==> src/rtl/packet_assembler_pkg.sv <==
// Shared constants and types for the packet assembler and the instruction-memory writer.
package packet_assembler_pkg;

    localparam int unsigned PA_PKT_W  = 8;
    localparam int unsigned PA_NPKT   = 4;
    localparam int unsigned PA_WORD_W = PA_NPKT * PA_PKT_W;
    localparam logic [PA_WORD_W-1:0] PA_END_WORD = 32'hFFFF_FFFF;

    typedef logic [PA_WORD_W-1:0] instr_word_t;

    // Width needed to count 0..n packets inclusive.
    function automatic int unsigned cnt_w(input int unsigned n);
        return $clog2(n + 1);
    endfunction

endpackage

==> src/rtl/sync_edge.sv <==
// Multi-flop synchronizer for an asynchronous strobe followed by a rising-edge pulse.
module sync_edge #(
    parameter int unsigned STAGES = 2
) (
    input  logic clk,
    input  logic rst_n,
    input  logic async_in,
    output logic pulse_c
);

    logic [STAGES-1:0] sync_q;
    logic              edge_q;

    always_ff @(posedge clk or negedge rst_n) begin
        if (!rst_n) begin
            sync_q <= '0;
            edge_q <= 1'b0;
        end else begin
            sync_q <= STAGES'({sync_q, async_in});
            edge_q <= sync_q[STAGES-1];
        end
    end

    assign pulse_c = sync_q[STAGES-1] & ~edge_q;

endmodule

==> src/rtl/packet_assembler.sv <==
// Assembles NPKT byte packets (first packet in the MSBs) into one instruction word for the loader FSM.
module packet_assembler
    import packet_assembler_pkg::*;
#(
    parameter int unsigned PKT_W       = PA_PKT_W,
    parameter int unsigned NPKT        = PA_NPKT,
    parameter logic [NPKT*PKT_W-1:0] END_WORD = PA_END_WORD,
    parameter int unsigned SYNC_STAGES = 2,
    localparam int unsigned WORD_W     = NPKT * PKT_W,
    localparam int unsigned CNT_W      = cnt_w(NPKT)
) (
    input  logic              clk,
    input  logic              rst,
    input  logic [PKT_W-1:0]  data_in,
    input  logic              strobe_in,
    input  logic              activreg,
    input  logic              rstcont,
    output logic [WORD_W-1:0] instr,
    output logic              listo,
    output logic              opcode,
    output logic [CNT_W-1:0]  pkt_cnt,
    output logic              overrun
);

    logic              acc_c;
    logic              accept_c;
    logic              last_c;
    logic [WORD_W-1:0] shift_q;
    logic [WORD_W-1:0] shift_next_c;

    sync_edge #(
        .STAGES (SYNC_STAGES)
    ) u_sync_edge (
        .clk      (clk),
        .rst_n    (rst),
        .async_in (strobe_in),
        .pulse_c  (acc_c)
    );

    // Packets are taken only while the FSM is collecting and no finished word is pending.
    assign accept_c     = acc_c & activreg & ~rstcont & ~listo & ~opcode;
    assign last_c       = (pkt_cnt == CNT_W'(NPKT - 1));
    assign shift_next_c = WORD_W'({shift_q, data_in});

    always_ff @(posedge clk or negedge rst) begin
        if (!rst) begin
            shift_q <= '0;
            instr   <= '0;
            pkt_cnt <= '0;
            listo   <= 1'b0;
            opcode  <= 1'b0;
            overrun <= 1'b0;
        end else begin
            if (acc_c && !accept_c) begin
                overrun <= 1'b1;
            end
            if (rstcont) begin
                pkt_cnt <= '0;
                listo   <= 1'b0;
            end else if (accept_c) begin
                shift_q <= shift_next_c;
                pkt_cnt <= pkt_cnt + CNT_W'(1);
                // Completing packet publishes the word on the same edge.
                if (last_c) begin
                    instr  <= shift_next_c;
                    listo  <= 1'b1;
                    opcode <= (shift_next_c == END_WORD);
                end
            end
        end
    end

endmodule

==> config.mk <==
export PLATFORM = sky130hd
export DESIGN_NAME = packet_assembler
export DESIGN_NICKNAME = d
export VERILOG_FILES = /design/src/rtl/packet_assembler_pkg.sv /design/src/rtl/sync_edge.sv /design/src/rtl/packet_assembler.sv
export SDC_FILE = /design/constraint.sdc
export NUM_CORES = 1
export LEC_CHECK = 0
export BUFFER_PORTS_ARGS = -buffer_cell sky130_fd_sc_hd__clkbuf_2
export CAP_MARGIN = 40
export CELL_PAD_IN_SITES_DETAIL_PLACEMENT = 0
export CELL_PAD_IN_SITES_GLOBAL_PLACEMENT = 1
export CORE_ASPECT_RATIO = 1.75
export CORE_MARGIN = 1
export CORE_UTILIZATION = 47
export CTS_BUF_LIST = sky130_fd_sc_hd__clkbuf_4
export CTS_CLUSTER_DIAMETER = 120
export DETAILED_ROUTE_END_ITERATION = 8
export PLACE_DENSITY = 0.82
export SYNTH_ARGS = -nofsm -noshare
export SYNTH_HDL_FRONTEND = slang
export SYNTH_SLANG_ARGS = --single-unit
==> constraint.sdc <==
create_clock -name clk -period 2 [get_ports clk]
set_input_delay 0.4 -clock clk [delete_from_list [all_inputs] [get_ports clk]]
set_output_delay 0.4 -clock clk [all_outputs]
set_load 0.005 [all_outputs]
==> results by group, run 1 <==
Layout
  – Finished Cell Area: 3180 um2
  – Nets@finish: 229
  – Share of cells above drive strength 1: 0.594
  – P&R area growth vs syn: 19.3%
  – N_diodes: 0

Synth
  – Post-synth top cells: dfrtp_1, mux2_2, mux2_4, nand4_1, buf_6
  – Synth top area cells: dfrtp_1, mux2_4, mux2_2
  – Post-Syn Nets: 170
  – Netlist cell types: 19
  – Netlist Area Pre-Place: 2660 um2
  – Synth area leader: dfrtp_1
  – Cell with the most instances after synthesis: dfrtp_1
  – Leading register cell type out of synthesis: dfrtp_1
  – Number of synthesis warnings: 0
  – Syn Inst Count: between 150 and 200
  – Post-Syn Area per Cell: 17.2 um2
  – Top-area cell type share of the netlist area: 0.611
  – Post-synth EDFFs: 0
  – Fraction of registers with async set/reset: 1.00
  – Sequential area share after synthesis: 0.611
  – Synth Register Bits: 65

Setup path
  – CP Max Fanout: 34
  – Delay-heaviest family, CP: flip-flops
  – Critical path type: register to register
  – Arr. time, crit path: 1.99 ns
  – CP bufs+invs: 1
  – Critical Path Source Type: register
  – Worst setup EP type: register
  – Reg-to-reg slack, setup: 0.30 ns
  – Crit-path slowest cell: dfrtp_1
  – CP required: 2.29 ns
  – Critical path's largest stage delay: 0.42 ns
  – Most used cell, CP: ha_1
  – Critical-path cell list: ha_1, ha_1, nand4_4, buf_12, mux2_2

Placement
  – Area after DPL: 2990 um2
  – Placer Congestion: 0.741
  – Hpwl dp: 3190 um
  – Number of buffers inserted by port buffering: 50
  – Pre-CTS setup slack: 0.322 ns

Power and ir drop
  – Pwr per Cell Area: 775 nW/um2
  – Lkg Pwr: 1.76 nW
  – VDD IR max: 461 uV

Floorplanning
  – Die width: about 59 um
  – Top Ports: 51
  – Cell Rows: 35
  – Die Span Y: 102 um
  – Core area: 5340 um2
  – Die area: 5980 um2
  – Starting Density: 0.498

Timing
  – Max-slew violations: 0
  – Slew HR: 0.728
  – Skew final: 0.0153 ns
  – Worst-Margin Slew: 0.408 ns
  – Final hold vios: 0
  – Fin crit share: 0.850
  – Post-route setup TNS: 0 ns
  – Clock period minus worst slack: 1.70 ns
  – Slack of the critical path: 0.300 ns
  – F_max: 588 MHz
  – RSZ-0062 raised after global routing: false
  – Hold slack final: 0.102 ns
  – Endpoints failing setup: 0

Job
  – MaxCap Viol Count: 0

Worst hold path
  – Worst min path class: primary input to register

Clock tree
  – Cts hold-fix bufs: 1
  – Htree depth: 3
  – Clock Latency Late Sink: 0.41 ns
  – TritonCTS Sinks: 65
  – TritonCTS clock tree: yes
  – CTS root buf: clkbuf_4
  – CTS buffer count: 9
  – Post-CTS setup buffers: 0
  – Cells resized by post-CTS repair: 0
  – Worst-path clk slew: 0.11 ns
  – Worst-case clock buffer depth: 2

Run status
  – Status: finished, final reports clean

GRT
  – Gr ovfl total: 0
  – Initial antenna violation count: 0
  – Number of global-route vias before repair: 1582
  – Largest net degree at the start of global routing: 66
  – All-Layer GR Usage: 0.187
  – First-pass GRT wire length: 8050 um

Routing
  – 1st-iter DRT viols: 23
  – Remaining antenna violation count: 0
  – Vias per Instance: approximately 5
  – # DRC: 0
  – Routed WL: between 4000 and 5000 um
  – Detailed Routing Iterations Pass 1: 4
  – Via count: 1480
  – Routed wire per std cell: 16.4 um
state kept, by name (all words and copies together) (netlist names):
signal and cells:
u_sync_edge.edge_q 1, overrun 1, instr 32, opcode 1, u_sync_edge.sync_q 2, pkt_cnt 3
shift_q 24, listo 1
metal layers:
layer / vias up / global-route usage / wire, um
li1: 678 / - / -
met1: 757 / 0.217 / 2010
met2: 36 / 0.302 / 2510
met3: 9 / 0.0626 / 180
met4: 0 / 0.0971 / 109
met5: - / 0 / 0
final timing paths:
| kind | from | end | cells after the start |
|---|---|---|---|
| worst max-delay path | pkt_cnt[0] | instr[8] | 5 |
| worst min register to register | u_sync_edge.sync_q[0] | u_sync_edge.sync_q[1] | 0 |
| max in group asynchronous | rst | instr[20] | 3 |
| min in group asynchronous | rst | instr[26] | 3 |
| worst max register to register | pkt_cnt[0] | instr[8] | 5 |
| worst min-delay path | strobe_in | u_sync_edge.sync_q[0] | 1 |
cell families after synthesis:
family / share of synthesized area
AND/OR/NAND/NOR: 0.0569
adder cells (fa/ha/maj): 0.00940
buffers and inverters: 0.0254
AO/OA/AOI/OAI: 0.00940
flip-flops: 0.611
multiplexers: 0.288
cells in the final DEF, fill, tap and decap left out, drive strengths merged, types with 2 or more instances in the layout:
cell | netlist | routed
buf | 5 | 2
bufinv | 0 | 3
clkbuf | 0 | 59
clkinv | 0 | 4
dfrtp | 65 | 65
ha | 2 | 2
inv | 3 | 3
mux2 | 57 | 57
mux2i | 2 | 2
nand2b | 2 | 2
nand4 | 9 | 9
nor2b | 2 | 2
or4 | 2 | 2
power breakdown:
group          switching (W)  internal [W]
logic              0.0000376     0.0000178
registers         0.00000152       0.00132
clock network       0.000465      0.000623
total               0.000505       0.00196
stage by stage:
step / total power (W) / utilization / cells
final: 0.00246 / 0.594 / 293
after global routing: 0.00256 / 0.594 / 293
after CTS: 0.00249 / 0.594 / 293
after detailed placement: 0.00140 / 0.559 / 276
after global placement: 0.00140 / 0.559 / 276
after floorplan: 0.00135 / - / 155
final cells by class:
cell class                 instances  area (um2)
clock buffer                       9        67.6
clock inverter                     7         109
fill                             446        2170
inverter                           3        11.3
multi-input combinational         82         968
sequential                        65        1630
tap                               74        92.6
timing repair buffer              53         300
Power figures use the tool's default switching activity.
==> run 2, diff against run 1 <==
- clock period: 2 -> 1.65 ns (I/O delays scaled with it)
==> run 2 against run 1 <==
Effect of this change:
- clock skew shrank 0.0031 ns
- die area unchanged
- highest routed layer unchanged
- critical path depth is the same
- largest power group unchanged
- utilization fell by 0.59 points
- via count grew 0.20%
- final cell count is 1.0% higher
- worst hold slack lost 0.050 ns
==> results by group, run 2 (same netlist as run 1, synthesis figures left out) <==
Run status
  – Status: finished, final reports clean (unchanged)

Routing
  – Remaining antenna violation count: 0 (unchanged)
  – Routed WL: 4680 um (was 4810 um)
  – 1st-iter DRT viols: 7 (was 23)
  – Vias per Instance: 5.01 (was 5.05)
  – # DRC: 0 (unchanged)
  – Routed wire per std cell: 15.8 um (was 16.4 um)
  – Detailed Routing Iterations Pass 1: 4 (unchanged)
  – Via count: 1483 (was 1480)

Clock tree
  – Cts hold-fix bufs: 1 (unchanged)
  – Post-CTS setup buffers: 0 (unchanged)
  – Clock Latency Late Sink: 0.39 ns (was 0.41 ns)
  – Cells resized by post-CTS repair: 0 (unchanged)
  – CTS buffer count: 9 (unchanged)
  – CTS root buf: clkbuf_4 (unchanged)
  – Worst-case clock buffer depth: 2 (unchanged)
  – Htree depth: 3 (unchanged)
  – Worst-path clk slew: 0.10 ns (was 0.11 ns)
  – TritonCTS clock tree: yes (unchanged)
  – TritonCTS Sinks: 65 (unchanged)

Setup path
  – Arr. time, crit path: 1.87 ns (was 1.99 ns)
  – Crit-path slowest cell: dfrtp_1 (unchanged)
  – Most used cell, CP: ha_1 (unchanged)
  – Reg-to-reg slack, setup: 0.05 ns (was 0.30 ns)
  – CP required: 1.92 ns (was 2.29 ns)
  – CP Max Fanout: 15 (was 34)
  – R2r startpoint: pkt_cnt[0] (unchanged)
  – Reg2reg end: instr[6] (was instr[8])
  – Critical path's largest stage delay: 0.43 ns (was 0.42 ns)
  – Critical Path Source Type: register (unchanged)
  – R2R depth: 5 (unchanged)
  – Critical-path cell list: ha_1, ha_1, nand4_4, buf_12, mux2_2 (unchanged)
  – Worst setup EP type: register (unchanged)
  – Delay-heaviest family, CP: flip-flops (unchanged)
  – Critical path type: register to register (unchanged)
  – CP bufs+invs: 1 (unchanged)
  – Total stage count of the critical path: 5 (unchanged)

Timing
  – Endpoints failing setup: 0 (unchanged)
  – Slew HR: 0.743 (was 0.728)
  – RSZ-0062 raised after global routing: false (unchanged)
  – Clock period minus worst slack: 1.60 ns (was 1.70 ns)
  – Skew final: 0.0122 ns (was 0.0153 ns)
  – Worst-Margin Slew: 0.386 ns (was 0.408 ns)
  – Post-route setup TNS: 0 ns (unchanged)
  – Max-slew violations: 0 (unchanged)
  – Final hold vios: 0 (unchanged)
  – F_max: 626 MHz (was 588 MHz)
  – Fin crit share: 0.968 (was 0.850)

Worst hold path
  – WHS Path Cells: 1 (unchanged)
  – Hold Path Origin: strobe_in (unchanged)
  – Worst min path class: primary input to register (unchanged)
  – WHS Endpoint: u_sync_edge.sync_q[0] (unchanged)

Floorplanning
  – Core area: 5340 um2 (unchanged)
  – Starting Density: 0.498 (unchanged)
  – Top Ports: 51 (unchanged)
  – Cell Rows: 35 (unchanged)
  – Die Span Y: 102 um (unchanged)
  – Die area: 5980 um2 (unchanged)
  – Die width: 58.9 um (unchanged)

Layout
  – Largest register FFs: 32 (unchanged)
  – Most common cell after layout, fill and taps aside: dfrtp_1 (unchanged)
  – Nets@finish: 232 (was 229)
  – Share of cells above drive strength 1: 0.604 (was 0.594)
  – Total area of sequential cells: 1630 um2 (unchanged)
  – Fillers: 453 (was 446)
  – Top flop regs: instr: 32 flops, shift_q: 24 flops, pkt_cnt: 3 flops (unchanged)
  – Multi-input logic area: 968 um2 (unchanged)
  – Most frequent cells in the layout: dfrtp_1, clkbuf_2, mux2_2 (unchanged)
  – Top reg by flops: instr (unchanged)
  – P&R area growth vs syn: 18.1% (was 19.3%)
  – N_diodes: 0 (unchanged)

GRT
  – All-Layer GR Usage: 0.181 (was 0.187)
  – Initial antenna violation count: 0 (unchanged)
  – First-pass GRT wire length: 7790 um (was 8050 um)
  – Gr ovfl total: 0 (unchanged)
  – Number of global-route vias before repair: 1522 (was 1582)
  – Largest net degree at the start of global routing: 66 (unchanged)

Placement
  – Number of buffers inserted by port buffering: 50 (unchanged)
  – Placer Congestion: 0.735 (was 0.741)
  – Hpwl dp: 3350 um (was 3190 um)

Job
  – MaxCap Viol Count: 0 (unchanged)

Power and ir drop
  – Lkg Pwr: 1.76 nW (about the same)
  – Tot Pwr: 0.00254 W (was 0.00246 W)
  – Pwr per Cell Area: 807 nW/um2 (was 775 nW/um2)
  – VDD IR max: 427 uV (was 461 uV)
## run 2: metal layers
layer / share of wire / up-vias / global-route usage
li1: - / 680 / -
met1: 0.41 / 762 / 0.222
met2: 0.54 / 34 / 0.291
met3: 0.037 / 7 / 0.0562
met4: 0.018 / 0 / 0.0824
met5: 0 / - / 0
## run 2: how the worst max path moves through the flow
stage                           from        end  slack (ns)
after CTS                 pkt_cnt[0]   instr[6]        0.04
final                     pkt_cnt[0]   instr[6]        0.05
after global routing      pkt_cnt[0]  instr[14]        0.01
after global placement    pkt_cnt[0]   instr[8]        0.12
after detailed placement  pkt_cnt[0]   instr[6]        0.06
after floorplan           pkt_cnt[0]  instr[10]        0.14
## run 2: power by group
group	leakage (nW)	switching, W	internal, W
clock network	0.0708	0.000521	0.000352
registers	0.891	0.00000141	0.00160
logic	0.796	0.0000459	0.0000216
total	1.76	0.000568	0.00197
## run 2: final cells by class
cell class                      count  share of cell area
Clock buffer                       12              0.0287
Clock inverter                      4             0.00637
Inverter                            3             0.00358
Multi-Input combinational cell     82               0.308
Sequential cell                    65               0.517
Tap cell                           74              0.0294
Timing Repair Buffer               56               0.107
## run 2: worst register-to-register path: stages, from the launching register on
cell and delay (ns):
dfrtp_1 0.43, ha_1 0.22, ha_1 0.21, nand4_4 0.10, buf_12 0.17, mux2_2 0.35
## run 2: per-stage QoR
stage / hold slack, ns / setup WS, ns / cell area [um2] / instances / util
6_report: 0.0522 / 0.0532 / 3140 / 296 / 0.589
5_1_grt: 0.0192 / 0.0125 / 3140 / 296 / 0.589
4_1_cts: 0.0274 / 0.0370 / 3140 / 296 / 0.589
3_5_place_dp: 0.362 / 0.0642 / 3020 / 279 / 0.566
3_3_place_gp: 0.336 / 0.118 / 3020 / 279 / 0.566
2_1_floorplan: 0.0344 / 0.136 / 2660 / 155 / -
